===== config.mk =====
export PLATFORM = sky130hd
export DESIGN_NAME = vga_plot_arbiter
export DESIGN_NICKNAME = d
export VERILOG_FILES = /design/src/rtl/vga_pkg.sv /design/src/rtl/rr_arbiter.sv /design/src/rtl/vga_plot_arbiter.sv
export SDC_FILE = /design/constraint.sdc
export NUM_CORES = 1
export LEC_CHECK = 0
export CORE_AREA = 3 3 90 92
export CTS_BUF_LIST = sky130_fd_sc_hd__clkbuf_4
export DETAILED_ROUTE_END_ITERATION = 8
export DIE_AREA = 0 0 93 95
export SETUP_SLACK_MARGIN = 0.5
export SYNTH_ARGS = -nofsm -noshare
export SYNTH_HDL_FRONTEND = slang
export SYNTH_SLANG_ARGS = --single-unit

===== constraint.sdc =====
create_clock -name clk -period 2.9 [get_ports clk]
set_input_delay 0.87 -clock clk [delete_from_list [all_inputs] [get_ports clk]]
set_output_delay 0.87 -clock clk [all_outputs]
set_load 0.02 [all_outputs]

===== src/rtl/vga_pkg.sv =====
// Shared types and frame limits for the 160x120 VGA adapter plot path.
package vga_pkg;

    localparam logic [7:0] X_MAX = 8'd159;
    localparam logic [6:0] Y_MAX = 7'd119;

    typedef logic [7:0] xcoord_t;
    typedef logic [6:0] ycoord_t;
    typedef logic [2:0] colour_t;

    typedef enum logic [1:0] {
        IDLE  = 2'd0,
        CLEAR = 2'd1,
        ARB   = 2'd2,
        DONE  = 2'd3
    } plot_state_t;

endpackage


===== src/rtl/rr_arbiter.sv =====
// Combinational rotate-priority arbiter: first eligible requester at or after ptr wins.
module rr_arbiter #(
    parameter int unsigned N_REQ = 2,
    parameter int unsigned PTR_W = 1
) (
    input  logic [N_REQ-1:0] req,
    input  logic [N_REQ-1:0] mask,
    input  logic [PTR_W-1:0] ptr,
    output logic [N_REQ-1:0] grant
);

    logic [N_REQ-1:0] elig;

    assign elig = req & mask;

    always_comb begin
        int unsigned idx;
        logic        found;
        grant = '0;
        found = 1'b0;
        idx   = 0;
        for (int unsigned k = 0; k < N_REQ; k++) begin
            idx = (32'(ptr) + k) % N_REQ;
            if (!found && elig[idx]) begin
                grant[idx] = 1'b1;
                found      = 1'b1;
            end
        end
    end

endmodule


===== src/rtl/vga_plot_arbiter.sv =====
// Clears the frame on start, then round-robin shares the VGA plot port between drawing engines.
module vga_plot_arbiter
    import vga_pkg::*;
#(
    parameter int unsigned N_REQ        = 2,
    parameter colour_t     CLEAR_COLOUR = 3'b000
) (
    input  logic                  clk,
    input  logic                  rst_n,
    input  logic                  start,
    input  logic [N_REQ-1:0]      req_valid,
    input  logic [N_REQ-1:0][7:0] req_x,
    input  logic [N_REQ-1:0][6:0] req_y,
    input  logic [N_REQ-1:0][2:0] req_colour,
    input  logic [N_REQ-1:0]      req_last,
    output logic [N_REQ-1:0]      req_ready,
    output logic [7:0]            vga_x,
    output logic [6:0]            vga_y,
    output logic [2:0]            vga_colour,
    output logic                  vga_plot,
    output logic                  busy,
    output logic                  done
);

    localparam int unsigned PTR_W = (N_REQ > 1) ? $clog2(N_REQ) : 1;

    plot_state_t      state;
    xcoord_t          clr_x;
    ycoord_t          clr_y;
    logic [PTR_W-1:0] ptr;
    logic [PTR_W-1:0] ptr_next;
    logic [PTR_W-1:0] gnt_idx;
    logic [N_REQ-1:0] fin;
    logic [N_REQ-1:0] fin_next;
    logic [N_REQ-1:0] grant;
    logic             accept;
    xcoord_t          acc_x;
    ycoord_t          acc_y;
    colour_t          acc_colour;

    rr_arbiter #(
        .N_REQ (N_REQ),
        .PTR_W (PTR_W)
    ) u_rr_arbiter (
        .req   (req_valid),
        .mask  (~fin),
        .ptr   (ptr),
        .grant (grant)
    );

    always_comb begin
        req_ready  = (state == ARB) ? grant : '0;
        accept     = |req_ready;
        gnt_idx    = '0;
        acc_x      = '0;
        acc_y      = '0;
        acc_colour = '0;
        for (int unsigned i = 0; i < N_REQ; i++) begin
            if (grant[i]) begin
                gnt_idx    = PTR_W'(i);
                acc_x      = req_x[i];
                acc_y      = req_y[i];
                acc_colour = req_colour[i];
            end
        end
        fin_next = fin | (req_ready & req_last);
        ptr_next = (gnt_idx == PTR_W'(N_REQ - 1)) ? '0 : gnt_idx + 1'b1;
    end

    assign busy = (state == CLEAR) || (state == ARB);
    assign done = (state == DONE);

    always_ff @(posedge clk or negedge rst_n) begin
        if (!rst_n) begin
            state      <= IDLE;
            clr_x      <= '0;
            clr_y      <= '0;
            ptr        <= '0;
            fin        <= '0;
            vga_x      <= '0;
            vga_y      <= '0;
            vga_colour <= '0;
            vga_plot   <= 1'b0;
        end else begin
            vga_plot <= 1'b0;
            unique case (state)
                IDLE, DONE: begin
                    if (start) begin
                        state <= CLEAR;
                        clr_x <= '0;
                        clr_y <= '0;
                        ptr   <= '0;
                        fin   <= '0;
                    end
                end
                CLEAR: begin
                    vga_x      <= clr_x;
                    vga_y      <= clr_y;
                    vga_colour <= CLEAR_COLOUR;
                    vga_plot   <= 1'b1;
                    // y is the inner loop; the last column hands over to arbitration
                    if (clr_y == Y_MAX) begin
                        clr_y <= '0;
                        if (clr_x == X_MAX) begin
                            clr_x <= '0;
                            state <= ARB;
                        end else begin
                            clr_x <= clr_x + 1'b1;
                        end
                    end else begin
                        clr_y <= clr_y + 1'b1;
                    end
                end
                ARB: begin
                    if (accept) begin
                        vga_x      <= acc_x;
                        vga_y      <= acc_y;
                        vga_colour <= acc_colour;
                        // off-screen pixels are consumed but never plotted
                        vga_plot   <= (acc_x <= X_MAX) && (acc_y <= Y_MAX);
                        ptr        <= ptr_next;
                        fin        <= fin_next;
                        if (&fin_next) begin
                            state <= DONE;
                        end
                    end
                end
                default: state <= IDLE;
            endcase
        end
    end

endmodule


==> flow_summary.toml <==
[sta]
min_period_ns = 2.39
final_hold_viol_count = 0
post-route-period-util = 0.823
fmax_ghz = 0.419
skew_ns = 0.00534
whs_ns = 0.485
setup_violations = 0
worstMarginPinSlew_ns = 0.893
relSlewSlack = 0.404
drv_slew = 0
rsz0062_at_grt = "true"

[synthesis]
synth.area.top_cells = "dfrtp_1, nand2_1, nor2_1"
synthCells = 246
synth_cell_types = 44
synth_top_area_frac = 0.443
seq_area_frac_synth = 0.443
avgSynthCellArea_sq_um = 8.95
async_reset_ff_frac = 1.00
synth_edf_count = 0
synth_seq_cells = 39
yosysTopAreaCell = "dfrtp_1"
synthFlopType = "dfrtp_1"
ys_warn_count = 0
syn-cell-area_sq_um = 2200
synth_nets = 295

[critical_path]
crit_path_end = "req_ready[1]"
cp_max_fo = 3
cp-end-kind = "output pin"
worst_r2r_endpoint = "state[0]$_DFFE_PN0P_"
critPathKind = "in -> out"
worst_setup_path_start_kind = "input port"
r2r_setup_slack_ns = 0.71
reg2reg_depth = 6
critPathArrivalTime_ns = 1.52
critPathLaunch = "req_valid[1]"
crit-reg2reg-launch = "clr_x[0]$_DFFE_PN0P_"
critPathRequiredTime_ns = 2.03

[finish]
insertedDiodeCount = 0
nets = 368
fillerInstances = 748
drive_gt1_frac = 0.134
multi_input_area_sq_um = 1160
syn_to_final_growth_pct = 42.5
fin_util = 0.430
regArea_sq_um = 976

[clock_tree]
numCtsBuffers = 5
hold_buffers = 0
path_clk_slew_ns = 0.11
worstSkewPairLatency_ns = 0.34
cts_tree = "done"
clock_path_buffers = 2
h-tree-depth = 2
cts.sinks = 39
cts_root_buffer = "clkbuf_4"

[die]
rows = 31
io_pins = 66
die_w_um = 93
start_util = 0.302
core_area_sq_um = 7290
die_y_um = 95
fp.dieArea_sq_um = 8840

[power]
irDropWorstVdd_mv = 0.295
p_per_area_nw_per_um2 = 850
p_leak_nw = 1.35

[detailed_routing]
vias = 2101
first_iter_violations = 125
antenna_left = 0
avgViaCountPerCell = 5.01
drc = 0
firstDrtPassIters = 4
wl_per_cell_um = 14.7
routed_wl_um = 6160

[global_route]
grt_pass1_wl_um = 10300
track_usage = 0.147
gr-total-overflow = 0
antenna_found_initial = 0
grt_pass1_vias = 2101
grt_max_degree = 40

[run_status]
status = "finished clean"

[hold_path]
min_path_type = "reg -> reg"

[placed_design]
port_buffers = 65
dp_hpwl_um = 4560
gp_congestion = 0.794

[flow_run]
cap_violations = 0
==> metrics by stage <==
step                      setup WS [ns]  area, sq um  power, W  setup TNS [ns]  cells
after floorplan                   0.358         2240   0.00172               0    246
after global placement           -0.397         3020   0.00231          -0.732    405
after detailed placement         -0.401         3020   0.00232          -0.740    405
after CTS                         0.510         3120   0.00270               0    417
after global routing              0.468         3140   0.00289               0    419
final                             0.514         3140   0.00267               0    419
==> kinds of logic (layout without fill, tap and decap cells) <==
kind of cell,count (synthesis),in the layout,synth area share
compound gates,71,71,0.232
xor+xnor,8,8,0.0318
fa+ha+maj,6,6,0.0341
buf+inv,23,97,0.0403
flops,39,39,0.443
mux,4,4,0.0188
simple gates,95,95,0.199
==> per-layer routing <==
| metal | track usage | wire length [um] | up-vias |
|---|---|---|---|
| met5 | 0 | 0 | - |
| met4 | 0.0366 | 27 | 0 |
| met3 | 0.0454 | 433 | 2 |
| met2 | 0.234 | 2820 | 61 |
| met1 | 0.194 | 2880 | 996 |
| li1 | - | - | 1042 |
==> placed cells by master (no fill, tap or decap), types with 2 or more instances in the layout <==
cell type and count:
clkdlybuf4s50_1 58, dfrtp_1 39, nand2_1 35, nor2_1 31, o31ai_1 15, buf_4 15, nand3_1 13, a221oi_1 12
a21oi_1 11, o21ai_0 11, inv_1 8, xor2_1 6, ha_1 6, clkbuf_4 5, a22oi_1 3, mux2i_1 3
o311a_1 3, buf_6 3, buf_2 3, o21a_1 2, and2_4 2, and4b_1 2, nand4_1 2, a31oi_1 2
xnor2_1 2
==> worst min-delay path by stage <==
stage | endpoint | startpoint | slack (ns) | depth (start not counted)
after floorplan | clr_y[2]$_DFFE_PN0P_ | clr_y[2]$_DFFE_PN0P_ | 0.51 | 1
after global placement | vga_y[6]$_DFFE_PN0P_ | vga_y[6]$_DFFE_PN0P_ | 0.46 | 2
after detailed placement | vga_x[1]$_DFFE_PN0P_ | vga_x[1]$_DFFE_PN0P_ | 0.46 | 2
after CTS | vga_x[1]$_DFFE_PN0P_ | vga_x[1]$_DFFE_PN0P_ | 0.49 | 2
after global routing | vga_x[1]$_DFFE_PN0P_ | vga_x[1]$_DFFE_PN0P_ | 0.52 | 2
final | vga_x[1]$_DFFE_PN0P_ | vga_x[1]$_DFFE_PN0P_ | 0.49 | 2
==> cells in the mapped netlist, types with 3 or more instances <==
master    number
a22oi_1        3
o311a_1        3
clkbuf_1      13
ha_1           6
inv_1          8
nor2_1        31
xor2_1         6
a221oi_1      12
dfrtp_1       39
mux2i_1        3
nand2_1       35
o21ai_0       11
a21oi_1       11
nand3_1       13
o31ai_1       15
==> timing repair <==
action,CTS,global route
setup endpoints to repair,4,2
setup buffers,4,2
resized for setup,27,1
pin swaps,2,1
==> worst max-delay path: stages <==
cell     delay (ns)
buf_6          0.07
nor2b_4        0.16
o21a_1         0.16
and2_4         0.15
buf_6          0.11
==> registers in the layout, summed over array words and instances (netlist names) <==
name,flops
vga_x,8
clr_y,7
clr_x,8
vga_colour,3
vga_plot,1
ptr,1
vga_y,7
state,2
fin,2
==> layout make-up <==
class,instances,area share
Multi-Input combinational cell,184,0.370
Sequential cell,39,0.311
Timing Repair Buffer,81,0.246
Tap cell,99,0.0395
Clock inverter,3,0.0124
Clock buffer,5,0.0120
Inverter,8,0.00957
==> where the power goes <==
part | switching [W] | internal, W | leakage [nW]
clock network | 0.000181 | 0.000177 | 0.0426
logic | 0.000860 | 0.000646 | 0.786
registers | 0.000113 | 0.000689 | 0.521
Power figures use the tool's default switching activity.
==> patch, RTL diff (config.mk and constraints unchanged) <==
`N_REQ` is set to 2 in 2 places; all go to 4.
--- a/src/rtl/rr_arbiter.sv
+++ b/src/rtl/rr_arbiter.sv
@@ -1,6 +1,6 @@
 // Combinational rotate-priority arbiter: first eligible requester at or after ptr wins.
 module rr_arbiter #(
-    parameter int unsigned N_REQ = 2,
+    parameter int unsigned N_REQ = 4,
     parameter int unsigned PTR_W = 1
 ) (
     input  logic [N_REQ-1:0] req,
--- a/src/rtl/vga_plot_arbiter.sv
+++ b/src/rtl/vga_plot_arbiter.sv
@@ -2,7 +2,7 @@
 module vga_plot_arbiter
     import vga_pkg::*;
 #(
-    parameter int unsigned N_REQ        = 2,
+    parameter int unsigned N_REQ        = 4,
     parameter colour_t     CLEAR_COLOUR = 3'b000
 ) (
     input  logic                  clk,
Ports: changed (6 resized); port bits go from 66 to 108. The function was not compared with the original's and may differ.
==> patch against the unedited design <==
The flow now finishes with violations (setup timing). Critical path type is now input port to flip-flop. Sequential share of layout area is 13 points lower. Synthesized area is 56% higher. Die area stayed put. Cell count is 68% higher. Highest routed layer unchanged. Synthesized cell count is 70% higher. Total power is 98% higher. Worst setup slack worse by 0.92 ns. Wire length is 130% higher. Final area is 85% higher. Largest cell class unchanged. Sequential cell count is 3 higher. Combinational power grew to 2.7 times the old value.
==> patch: results (changes against the unedited design) <==
| Metric | Value |
|---|---|
| Total Routing Usage GR | `31.4% (was 14.7%)` |
| Critical-path top delay cell | `mux4_2 (was nor2b_4)` |
| Drt pass-1 iters | `5 (was 4)` |
| Syn_nets | `514 (was 295)` |
| Post-synthesis adder-cell area fraction | `4.72% (was 3.41%)` |
| Setup bufs post-CTS | `12 (was 4)` |
| Synth Area in Compound Gates | `29.7% (was 23.2%)` |
| R2R Setup Slk | `-0.37 ns (was 0.71 ns)` |
| Worst r2r dst | `vga_x[2] (was state[0])` |
| Dpl cells | `676 (was 405)` |
| Met2 WL | `7.06 mm (was 2.82 mm)` |
| Leak | `2.48 nW (was 1.35 nW)` |
| Commonest cells post-synth | `46 x nand2_1, 43 x o21ai_0, 42 x dfrtp_1 (was 39 x dfrtp_1, 35 x nand2_1, 31 x nor2_1)` |
| Xor/xnor share of the synthesized area | `1.02% (was 3.18%)` |
| Final nets | `699 (was 368)` |
| Worst-margin pin slew | `0.970 ns (was 0.893 ns)` |
| R2R Path Start | `ptr[1] (was clr_x[0])` |
| Clk Latency, worst-skew pair | `0.36 ns (was 0.34 ns)` |
| Met3 wire length | `1.30 mm (was 433 um)` |
| GR Util met1 | `39.9% (was 19.4%)` |
| Final Wtd Congestion | `0.902 (was 0.794)` |
| Slowest cell delay on critical path | `0.56 ns (was 0.16 ns)` |
| CP max FO | `8 (was 3)` |
| Detailed placement HPWL | `9.91 mm (was 4.56 mm)` |
| Post-Synthesis Mean Instance Area | `8.24 um2 (was 8.95 um2)` |
| Final setup fails | `29 (was 0)` |
| WHS | `0.531 ns (was 0.485 ns)` |
| Sequential cell area fraction in the yosys report | `30.5% (was 44.3%)` |
| Largest net degree at the start of global routing | `45 (was 40)` |
| Post-Route WL | `14.2 mm (was 6.16 mm)` |
| Iter 0 DRT Violations | `237 (was 125)` |
| Critical path data arrival time | `3.60 ns (was 1.52 ns)` |
| PostCTS Resize Cnt | `106 (was 27)` |
| Wl on met1 | `5.64 mm (was 2.88 mm)` |
| Via/cell ratio | `6.14 (was 5.01)` |
| Failing checks | `setup timing` |
| Post-route setup TNS | `-9.86 ns (was 0 ns)` |
| Max Clock Skew | `0.0106 ns (was 0.00534 ns)` |
| M3 GR Usage | `5.66% (was 4.54%)` |
| Final Worst Setup Slack | `-0.406 ns (was 0.514 ns)` |
| Met2 usage | `55.4% (was 23.4%)` |
| Mux contribution to synthesized area | `5.66% (was 1.88%)` |
| Outcome | `finished with violations (was completed)` |
| Port Buf Inserts | `107 (was 65)` |
| DP Worst Slack | `-1.25 ns (was -0.401 ns)` |
| Hold path start | `vga_x[0] (was vga_x[1])` |
patch: changes by cell type in the layout (fill, tap and decap cells not counted), sizes merged, moves of 8 or more:
cell           change
mux2i             +12
o31ai              -9
a221oi            -10
nor3              +14
clkdlybuf4s50     +38
or3                +8
and3              +14
nor2              -10
nor2b              +8
nand2             +11
o2111ai            +9
o31a               +9
buf               +83
o21ai             +32
patch: worst max-delay path, delay by kind of cell:
family | cells | cell delay [ns]
AOI/OAI and AO/OA | 3 | 0.67
muxes | 1 | 0.56
and+or+nand+nor | 4 | 0.85
buffers and inverters | 5 | 0.63
patch: power breakdown:
group          internal (mW)  switching, mW  leakage, nW
Sequential             0.738          0.162        0.559
Combinational           1.89           2.17         1.89
Clock                  0.105          0.203       0.0356
Total                   2.74           2.53         2.48
patch: layout make-up:
type	instances	area (um2)	area share, %
repair buffers	202	1880	32.4
clock buffers	6	45.0	0.777
well taps	99	124	2.14
multi-input cells	340	2640	45.6
flip-flops and latches	42	1050	18.1
clock inverters	2	13.8	0.238
inverters	12	45.0	0.777
